**src/rtl/pc_fetch_unit.sv**
```systemverilog
// pc_fetch_unit: program counter and fetch sequencer (IDLE/RUN/HALTED)
// in front of a combinational instruction memory.
//
// Ports:
//   clk, reset       clock, synchronous active-high reset
//   start            pulse: begin execution at START_PC
//   halt             halt instruction at current pc
//   stall            hold pc this cycle
//   branch_en        taken branch at current pc
//   branch_rel       1 = pc + signed LUT entry, 0 = absolute entry
//   branch_idx       branch-target LUT read index
//   lut_we/waddr/wdata  branch-target LUT write port
//   call_en, ret_en  (LINK_REG_EN only) call / return via link register
//   pc               fetch address
//   running, done    state == RUN, state == HALTED
//
// Optional feature macro: LINK_REG_EN (one-level link register).
module pc_fetch_unit #(
  parameter int unsigned      PC_W      = 8,
  parameter int unsigned      LUT_IDX_W = 4,
  parameter logic [PC_W-1:0]  START_PC  = '0
) (
  input  logic                 clk,
  input  logic                 reset,
  input  logic                 start,
  input  logic                 halt,
  input  logic                 stall,
  input  logic                 branch_en,
  input  logic                 branch_rel,
  input  logic [LUT_IDX_W-1:0] branch_idx,
  input  logic                 lut_we,
  input  logic [LUT_IDX_W-1:0] lut_waddr,
  input  logic [PC_W-1:0]      lut_wdata,
`ifdef LINK_REG_EN
  input  logic                 call_en,
  input  logic                 ret_en,
`endif
  output logic [PC_W-1:0]      pc,
  output logic                 running,
  output logic                 done
);

  localparam int LUT_N = 1 << LUT_IDX_W;

  typedef enum logic [1:0] {
    S_IDLE,
    S_RUN,
    S_HALTED
  } state_t;

  state_t          r_state;
  logic [PC_W-1:0] r_pc;
  logic            r_running;
  logic            r_done;
  logic [PC_W-1:0] r_lut [LUT_N];

  logic [PC_W-1:0] w_lut_rd;
  logic [PC_W-1:0] w_pc_inc;
  logic [PC_W-1:0] w_pc_rel;
  logic [PC_W-1:0] w_run_pc;

`ifdef LINK_REG_EN
  logic [PC_W-1:0] r_link;
`endif

  // Old LUT contents are read here; the write lands on the edge,
  // so a same-cycle branch sees the previous entry.
  assign w_lut_rd = r_lut[branch_idx];
  assign w_pc_inc = r_pc + PC_W'(1);
  // Same-width add wraps mod 2**PC_W, which equals adding the
  // sign-extended entry.
  assign w_pc_rel = r_pc + w_lut_rd;

  // Next pc while running and not halting.
  always_comb begin
    w_run_pc = w_pc_inc;
    if (stall) begin
      w_run_pc = r_pc;
`ifdef LINK_REG_EN
    end else if (ret_en) begin
      w_run_pc = r_link;
    end else if (call_en) begin
      w_run_pc = w_lut_rd;
`endif
    end else if (branch_en) begin
      w_run_pc = branch_rel ? w_pc_rel : w_lut_rd;
    end
  end

  always_ff @(posedge clk) begin
    if (reset) begin
      r_state   <= S_IDLE;
      r_pc      <= START_PC;
      r_running <= 1'b0;
      r_done    <= 1'b0;
    end else begin
      unique case (r_state)
        S_IDLE: begin
          if (start) begin
            r_state   <= S_RUN;
            r_pc      <= START_PC;
            r_running <= 1'b1;
          end
        end
        S_RUN: begin
          if (halt) begin
            r_state   <= S_HALTED;
            r_running <= 1'b0;
            r_done    <= 1'b1;
          end else begin
            r_pc <= w_run_pc;
          end
        end
        S_HALTED: begin
          if (start) begin
            r_state   <= S_RUN;
            r_pc      <= START_PC;
            r_running <= 1'b1;
            r_done    <= 1'b0;
          end
        end
        default: begin
          r_state   <= S_IDLE;
          r_pc      <= START_PC;
          r_running <= 1'b0;
          r_done    <= 1'b0;
        end
      endcase
    end
  end

  always_ff @(posedge clk) begin
    if (reset) begin
      for (int i = 0; i < LUT_N; i++) begin
        r_lut[i] <= '0;
      end
    end else if (lut_we) begin
      r_lut[lut_waddr] <= lut_wdata;
    end
  end

`ifdef LINK_REG_EN
  // Link captured only when the call actually wins arbitration.
  always_ff @(posedge clk) begin
    if (reset) begin
      r_link <= '0;
    end else if (r_state == S_RUN && !halt && !stall
                 && !ret_en && call_en) begin
      r_link <= w_pc_inc;
    end
  end
`endif

  assign pc      = r_pc;
  assign running = r_running;
  assign done    = r_done;

endmodule

```
**config.mk**
```make
export PLATFORM = sky130hd
export DESIGN_NAME = pc_fetch_unit
export DESIGN_NICKNAME = d
export VERILOG_FILES = /design/src/rtl/pc_fetch_unit.sv
export SDC_FILE = /design/constraint.sdc
export NUM_CORES = 1
export LEC_CHECK = 0
export ABC_CLOCK_PERIOD_IN_PS = 4200
export CELL_PAD_IN_SITES_DETAIL_PLACEMENT = 1
export CELL_PAD_IN_SITES_GLOBAL_PLACEMENT = 2
export CORE_MARGIN = 4
export CORE_UTILIZATION = 45
export CTS_BUF_LIST = sky130_fd_sc_hd__clkbuf_8
export CTS_CLUSTER_DIAMETER = 60
export DETAILED_ROUTE_END_ITERATION = 12
export PLACE_DENSITY_LB_ADDON = 0.25
export RECOVER_POWER = 50
export SYNTH_ARGS = -nofsm -noshare
export SYNTH_HDL_FRONTEND = slang
export SYNTH_SLANG_ARGS = --single-unit
```
**constraint.sdc**
```tcl
create_clock -name clk -period 4.2 [get_ports clk]
set_input_delay 1.05 -clock clk [delete_from_list [all_inputs] [get_ports clk]]
set_output_delay 1.05 -clock clk [all_outputs]
set_load 0.02 [all_outputs]
```
==> qor.tcl, run 1 <==
set qor(clk_root_buffer_cell) {clkbuf_8}
set qor(ys_seq_area_frac) 0.587
set qor(grt_total_ovfl) 0
set qor(vias_per_cell) 5.81
set qor(synth.distinct_cells) 39
set qor(die_x_um) 132
set qor(count_of_endpoints_failing_setup_in_the_final_report) 0
set qor(maxCapViolations) 0
set qor(tritoncts) {built}
set qor(longest_clk_path_bufs) 2
set qor(detailed_place_hpwl_um) 12600
set qor(ant_nets) 0
set qor(synth_flop_cell) {edfxtp_1}
set qor(place.detailed.instances) 735
set qor(signed_area_change_from_the_synthesized_netlist_to_the_final_layout_pct) 15.3
set qor(result_of_the_run) {completed}
set qor(post_synth.cell_area_avg_um2) 13.9
set qor(clock_buffer_count_from_cts) 17
set qor(wl_per_cell_um) 23.3
set qor(arrival_ps) 4300
set qor(multiInputGateArea_um2) 2750
set qor(timing.fmax_ghz) 0.255
set qor(post_layout_nonfiller_instances) 767
set qor(worst_setup_hold_path_clk_slew_ps) 70
set qor(tightest_slew_ps) 977
set qor(global_route.usage.total) 0.215
set qor(finalCritPeriodShare) 0.934
set qor(pre_cts_slack_ps) -201
set qor(synth_top_cell_by_area) {edfxtp_1}
set qor(drv_slew) 0
set qor(route.vias.total) 4453
set qor(yosys.area.top_type_share) 0.553
set qor(number_of_synthesized_flops_with_an_enable_pin) 128
set qor(hold_violations_final) 0
set qor(setup.worst_path.class) {primary input to flip-flop}
set qor(wl_um) 17900
set qor(ys_async_sr_fraction) 0
set qor(final-seq-area_um2) 4080
set qor(number_of_cells_upsized_or_downsized_after_cts) 0
set qor(first_global_vias) 4727
set qor(final_replace_weighted_congestion) 0.833
set qor(synthesis.nets) 534
set qor(design_area_um2) 8020
set qor(timing.setup.tns_ps) 0
set qor(critical_path_required_ps) 4580
set qor(post-layout-total-power_mw) 2.95
set qor(clock-sinks) 140
set qor(post_route_cells_drive_above_1_share) 0.159
set qor(h-tree-depth) 4
set qor(peakVddDrop_mv) 0.168
set qor(remaining_drc_errors) 0
set qor(hold-worst-slack_ps) 459
set qor(cts_setup_buffers) 0
set qor(rsz_0062_raised_after_global_routing) {false}
set qor(timing.final.crit_period_ps) 3920
set qor(register_bit_count_reported_by_yosys) 140
set qor(max_fo_critical_path) 7
set qor(grt_antenna_before_repair) 0
set qor(fillers) 1521
set qor(mappedNetlistArea_um2) 6960
set qor(power_density_nw_per_um2) 367
set qor(synth-warning-count) 0
set qor(drt_iter0_drc) 354
set qor(design.core.area_um2) 15100
set qor(setup_slack_ps) 278
set qor(post_synth_main_area_contributors) {edfxtp_1 (55%), and2_1 (12%), mux4_2 (8.1%)}
set qor(detail_route.first_pass.iterations) 5
set qor(max-slew-margin-rel) 0.348
set qor(cp-start-kind) {primary input}
set qor(die_area_um2) 17500
set qor(cellLeakagePower_nw) 2.80
set qor(grt_max_degree) 22
set qor(placed_area_um2) 7710
set qor(diodes) 0
set qor(grt_first_pass_wirelength_um) 28200
set qor(end_kind) {flip-flop}
set qor(placement.io_buffers) 33
set qor(die_height_um) 132
set qor(design.portCount) 34
set qor(std_cell_rows) 45
set qor(cts_hold_buf) 0
set qor(final_core_utilization) 0.529
set qor(worstHoldPathType) {flip-flop to flip-flop}
set qor(insertion_delay_ps) 450
set qor(floorplan.initialDensity) 0.459
set qor(nets) 599
set qor(netlist_instances) 501
set qor(clock_skew_ps) 10.8
==> per-layer routing <==
metal,global-route usage,up-vias,part of all wire
met2,0.350,146,0.49
li1,-,1995,-
met3,0.0443,25,0.053
met5,0,-,0
met1,0.289,2287,0.43
met4,0.0762,0,0.025
==> synthesized netlist by cell type (3+ instances only) <==
master      n
edfxtp_1  128
mux4_2     25
or2_2      17
nor2_1     23
ha_1        8
mux2i_1     5
o21ai_0    13
nand2_1    14
o221ai_1    3
a21o_1      4
a221o_1     3
dfxtp_1    12
buf_6       3
clkbuf_1   18
nor2b_1     6
a21oi_1    17
mux4_1     11
nand2b_1   10
nor3_1      6
o22ai_1     3
inv_1       3
xnor2_1     5
and2_1    131
a211oi_1    9
nand3_1     3
==> state kept, by name, indices dropped and copies added (netlist names) <==
register	count
done	1
running	1
pc	8
r_lut	128
r_state	2
==> kinds of logic (layout without fill, tap and decap cells) <==
kind of cell / after synthesis / count (layout) / share of synthesized area
AND/OR/NAND/NOR: 222 / 222 / 0.189
flip-flops: 140 / 140 / 0.587
AO/OA/AOI/OAI: 58 / 58 / 0.0532
multiplexers: 41 / 41 / 0.130
buffers and inverters: 26 / 104 / 0.0176
adder cells (fa/ha/maj): 9 / 9 / 0.0173
XOR/XNOR: 5 / 5 / 0.00630
==> layout by cell type, fill, tap and decap left out, types with 13 or more instances in the layout <==
cell type / count
a21oi_1: 17
and2_0: 69
and2_1: 62
buf_4: 18
clkbuf_1: 15
clkbuf_8: 20
clkdlybuf4s50_1: 29
edfxtp_1: 128
mux4_2: 25
nand2_1: 14
nor2_1: 23
o21ai_0: 13
or2_2: 14
==> cell type report <==
cell class,count,share of cell area
Multi-Input combinational cell,335,0.343
Inverter,3,0.00140
Sequential cell,140,0.509
Clock buffer,20,0.0343
Timing Repair Buffer,69,0.0720
Clock inverter,12,0.0106
Tap cell,188,0.0293
==> power by group <==
group | total (mW) | internal, mW | leakage, nW | switching, mW
Sequential | 1.62 | 1.59 | 1.32 | 0.0289
Combinational | 0.322 | 0.147 | 1.28 | 0.174
Clock | 1.00 | 0.500 | 0.199 | 0.502
==> critical path, stage by stage <==
cell	delay, ps
clkdlybuf4s50_1	510
buf_12	140
mux4_1	260
nor2b_1	150
a211oi_1	300
buf_4	180
a21oi_1	40
ha_1	220
fa_1	420
a21o_1	180
a21oi_1	290
o21ai_0	140
o41ai_1	90
o22ai_1	150
a31oi_1	170
==> final timing paths <==
kind / from / endpoint / slack (ps) / depth (start not counted)
setup / recovery: branch_idx[1] / pc[6] / 280 / 15
hold / removal: running / running / 460 / 2
setup reg to reg: r_lut[1][0] / pc[6] / 940 / 13
hold reg to reg: running / running / 460 / 2
Power figures use the tool's default switching activity.
==> run 2, diff against run 1 <==
--- a/config.mk
+++ b/config.mk
@@ -12,6 +12,7 @@
 export CORE_UTILIZATION = 45
 export CTS_BUF_LIST = sky130_fd_sc_hd__clkbuf_8
 export CTS_CLUSTER_DIAMETER = 60
+export CTS_CLUSTER_SIZE = 24
 export DETAILED_ROUTE_END_ITERATION = 12
 export PLACE_DENSITY_LB_ADDON = 0.25
 export RECOVER_POWER = 50
==> constraint.sdc (replaced) <==
create_clock -name clk -period 4.2 [get_ports clk]
set_input_delay 0.84 -clock clk [delete_from_list [all_inputs] [get_ports clk]]
set_output_delay 0.84 -clock clk [all_outputs]
set_load 0.02 [all_outputs]
==> qor.tcl, run 2 (synthesis gave the netlist of run 1 again) <==
set qor(arrival_ps) 4040 ;# -260 ps
set qor(regToRegEndpoint) {pc[6]}
set qor(timing.fmax_ghz) 0.268 ;# +5.1%
set qor(first_global_vias) 4648 ;# -1.7%
set qor(remaining_drc_errors) 0 ;# unchanged
set qor(route.vias.total) 4341 ;# -2.5%
set qor(grt_total_ovfl) 0 ;# unchanged
set qor(rrSetupSlack_ps) 1070 ;# +130 ps
set qor(grt_max_degree) 25 ;# +14%
set qor(cts_hold_buf) 0 ;# unchanged
set qor(timing.critical_path.depth) 12 ;# -3
set qor(design.portCount) 34 ;# unchanged
set qor(post_route_cells_drive_above_1_share) 0.155 ;# -0.00345
set qor(hold-path-endpoint) {running}
set qor(power_density_nw_per_um2) 364 ;# -1.0%
set qor(nets) 599 ;# unchanged
set qor(hold_violations_final) 0 ;# unchanged
set qor(hold_depth) 2 ;# unchanged
set qor(leading_cell_type_in_the_layout_fill_and_taps_excluded) {edfxtp_1}
set qor(clock_buffer_count_from_cts) 17 ;# unchanged
set qor(max-slew-margin-rel) 0.156 ;# -0.192
set qor(peakVddDrop_mv) 0.173 ;# +2.8%
set qor(longest_clk_path_bufs) 2 ;# unchanged
set qor(cpMaxStageDelayCell) {clkdlybuf4s50_1}
set qor(cp_num_buf_inv) 3 ;# unchanged
set qor(diodes) 0 ;# unchanged
set qor(die_x_um) 132 ;# unchanged
set qor(final_core_utilization) 0.526 ;# -0.00330
set qor(floorplan.initialDensity) 0.459 ;# unchanged
set qor(hp-start) {running}
set qor(worst_setup_hold_path_clk_slew_ps) 80 ;# about the same
set qor(tritoncts) {built}
set qor(end_kind) {flip-flop}
set qor(clock_skew_ps) 9.86 ;# -0.902 ps
set qor(grt_antenna_before_repair) 0 ;# unchanged
set qor(rsz_0062_raised_after_global_routing) {false}
set qor(path_delay_family) {multiplexers}
set qor(largest_reg_flops) 128 ;# unchanged
set qor(tightest_slew_ps) 1270 ;# +288 ps
set qor(rr_startpoint) {r_lut[1][0]}
set qor(fillers) 1532 ;# +0.72%
set qor(die_height_um) 132 ;# unchanged
set qor(number_of_cells_upsized_or_downsized_after_cts) 0 ;# unchanged
set qor(cp-start-kind) {primary input}
set qor(timing.critical_path.cells) {clkdlybuf4s50_1, buf_4, buf_4, mux4_2, mux4_2, ha_1, nor3_1, nor2_1, o22ai_1, mux2i_1, xnor2_1, a31oi_1}
set qor(result_of_the_run) {completed}
set qor(setup_slack_ps) 469 ;# +191 ps
set qor(detailed_place_hpwl_um) 12900 ;# +2.4%
set qor(insertion_delay_ps) 440 ;# about the same
set qor(drv_slew) 0 ;# unchanged
set qor(finalCritPeriodShare) 0.888 ;# -0.0455
set qor(design.core.area_um2) 15100 ;# unchanged
set qor(timing.setup.tns_ps) 0 ;# unchanged
set qor(clk_root_buffer_cell) {clkbuf_8}
set qor(wl_per_cell_um) 23.4 ;# +0.62%
set qor(grt_first_pass_wirelength_um) 27700 ;# -1.8%
set qor(signed_area_change_from_the_synthesized_netlist_to_the_final_layout_pct) 14.5
set qor(max_fo_critical_path) 9 ;# +2
set qor(detail_route.first_pass.iterations) 4 ;# -1
set qor(h-tree-depth) 4 ;# unchanged
set qor(die_area_um2) 17500 ;# unchanged
set qor(critical_path.max_stage_delay_ps) 630 ;# +120 ps
set qor(global_route.usage.total) 0.211 ;# -0.00354
set qor(regMostFlops) {r_lut}
set qor(vias_per_cell) 5.66 ;# -2.5%
set qor(drt_iter0_drc) 257 ;# -27%
set qor(critical_path_required_ps) 4510 ;# -70 ps
set qor(setup.worst_path.class) {primary input to flip-flop}
set qor(clock-sinks) 140 ;# unchanged
set qor(count_of_endpoints_failing_setup_in_the_final_report) 0 ;# unchanged
set qor(placement.io_buffers) 33 ;# unchanged
set qor(worst-r2r-cell-count) 13 ;# unchanged
set qor(timing.final.crit_period_ps) 3730 ;# -191 ps
set qor(layout.cells.most_common_list) {edfxtp_1 (128), and2_0 (78), and2_1 (53)}
set qor(cellLeakagePower_nw) 2.75 ;# -2.0%
set qor(ant_nets) 0 ;# unchanged
set qor(maxCapViolations) 0 ;# unchanged
set qor(std_cell_rows) 45 ;# unchanged
set qor(pre_cts_slack_ps) 36.4 ;# +237 ps
set qor(wl_um) 18000 ;# +0.62%
set qor(post-layout-total-power_mw) 2.90 ;# -1.6%
set qor(worstHoldPathType) {flip-flop to flip-flop}
set qor(final_replace_weighted_congestion) 0.933 ;# +12%
set qor(cts_setup_buffers) 0 ;# unchanged
[run 2: cell types whose count changed in the layout (fill, tap and decap cells not counted), sizes merged]
cell	delta
buf	-2
clkbuf	-1
clkinv	+4
clkinvlp	+2
inv	-3
[run 2: worst max path at each step]
stage	start	end	slack (ps)
2_1_floorplan	branch_idx[0]	pc[7]	690
3_3_place_gp	branch_idx[1]	pc[7]	90
3_5_place_dp	branch_idx[1]	pc[7]	40
4_1_cts	branch_idx[1]	pc[7]	500
5_1_grt	branch_idx[1]	pc[5]	340
6_report	branch_idx[1]	pc[7]	470
[run 2: stage by stage]
| stage | area (µm²) | hold WS, ps | std cells |
|---|---|---|---|
| final | 7970 | 456 | 767 |
| after floorplan | 6960 | 502 | 501 |
| after global routing | 7970 | 501 | 767 |
| after CTS | 8030 | 468 | 767 |
| after detailed placement | 7690 | 457 | 735 |
| after global placement | 7690 | 445 | 735 |
[run 2: final cells by class]
| cell class | count | area, µm² | share of cell area |
|---|---|---|---|
| sequential | 140 | 4080 | 0.513 |
| multi-input combinational | 335 | 2750 | 0.345 |
| timing repair buffer | 69 | 544 | 0.0683 |
| inverter | 3 | 11.3 | 0.00141 |
| clock buffer | 17 | 234 | 0.0294 |
| clock inverter | 15 | 109 | 0.0137 |
| tap | 188 | 235 | 0.0295 |
[run 2: tightest hold or removal path, cell delays in order, from the launching register on]
cell     delay (ps)
dfxtp_1         310
nand2_1          50
a21oi_1          50
[run 2: report_power, final]
part,switching (mW),leakage (nW),internal (mW)
clock,0.510,0.171,0.452
sequential,0.0275,1.32,1.59
combinational,0.174,1.26,0.140
[run 2: layer usage]
metal / vias to the layer above / track usage / routed length (µm)
met3: 17 / 0.0389 / 752
met2: 113 / 0.374 / 9350
met1: 2208 / 0.271 / 7710
li1: 2003 / - / -
met4: 0 / 0.0485 / 170
met5: - / 0 / 0
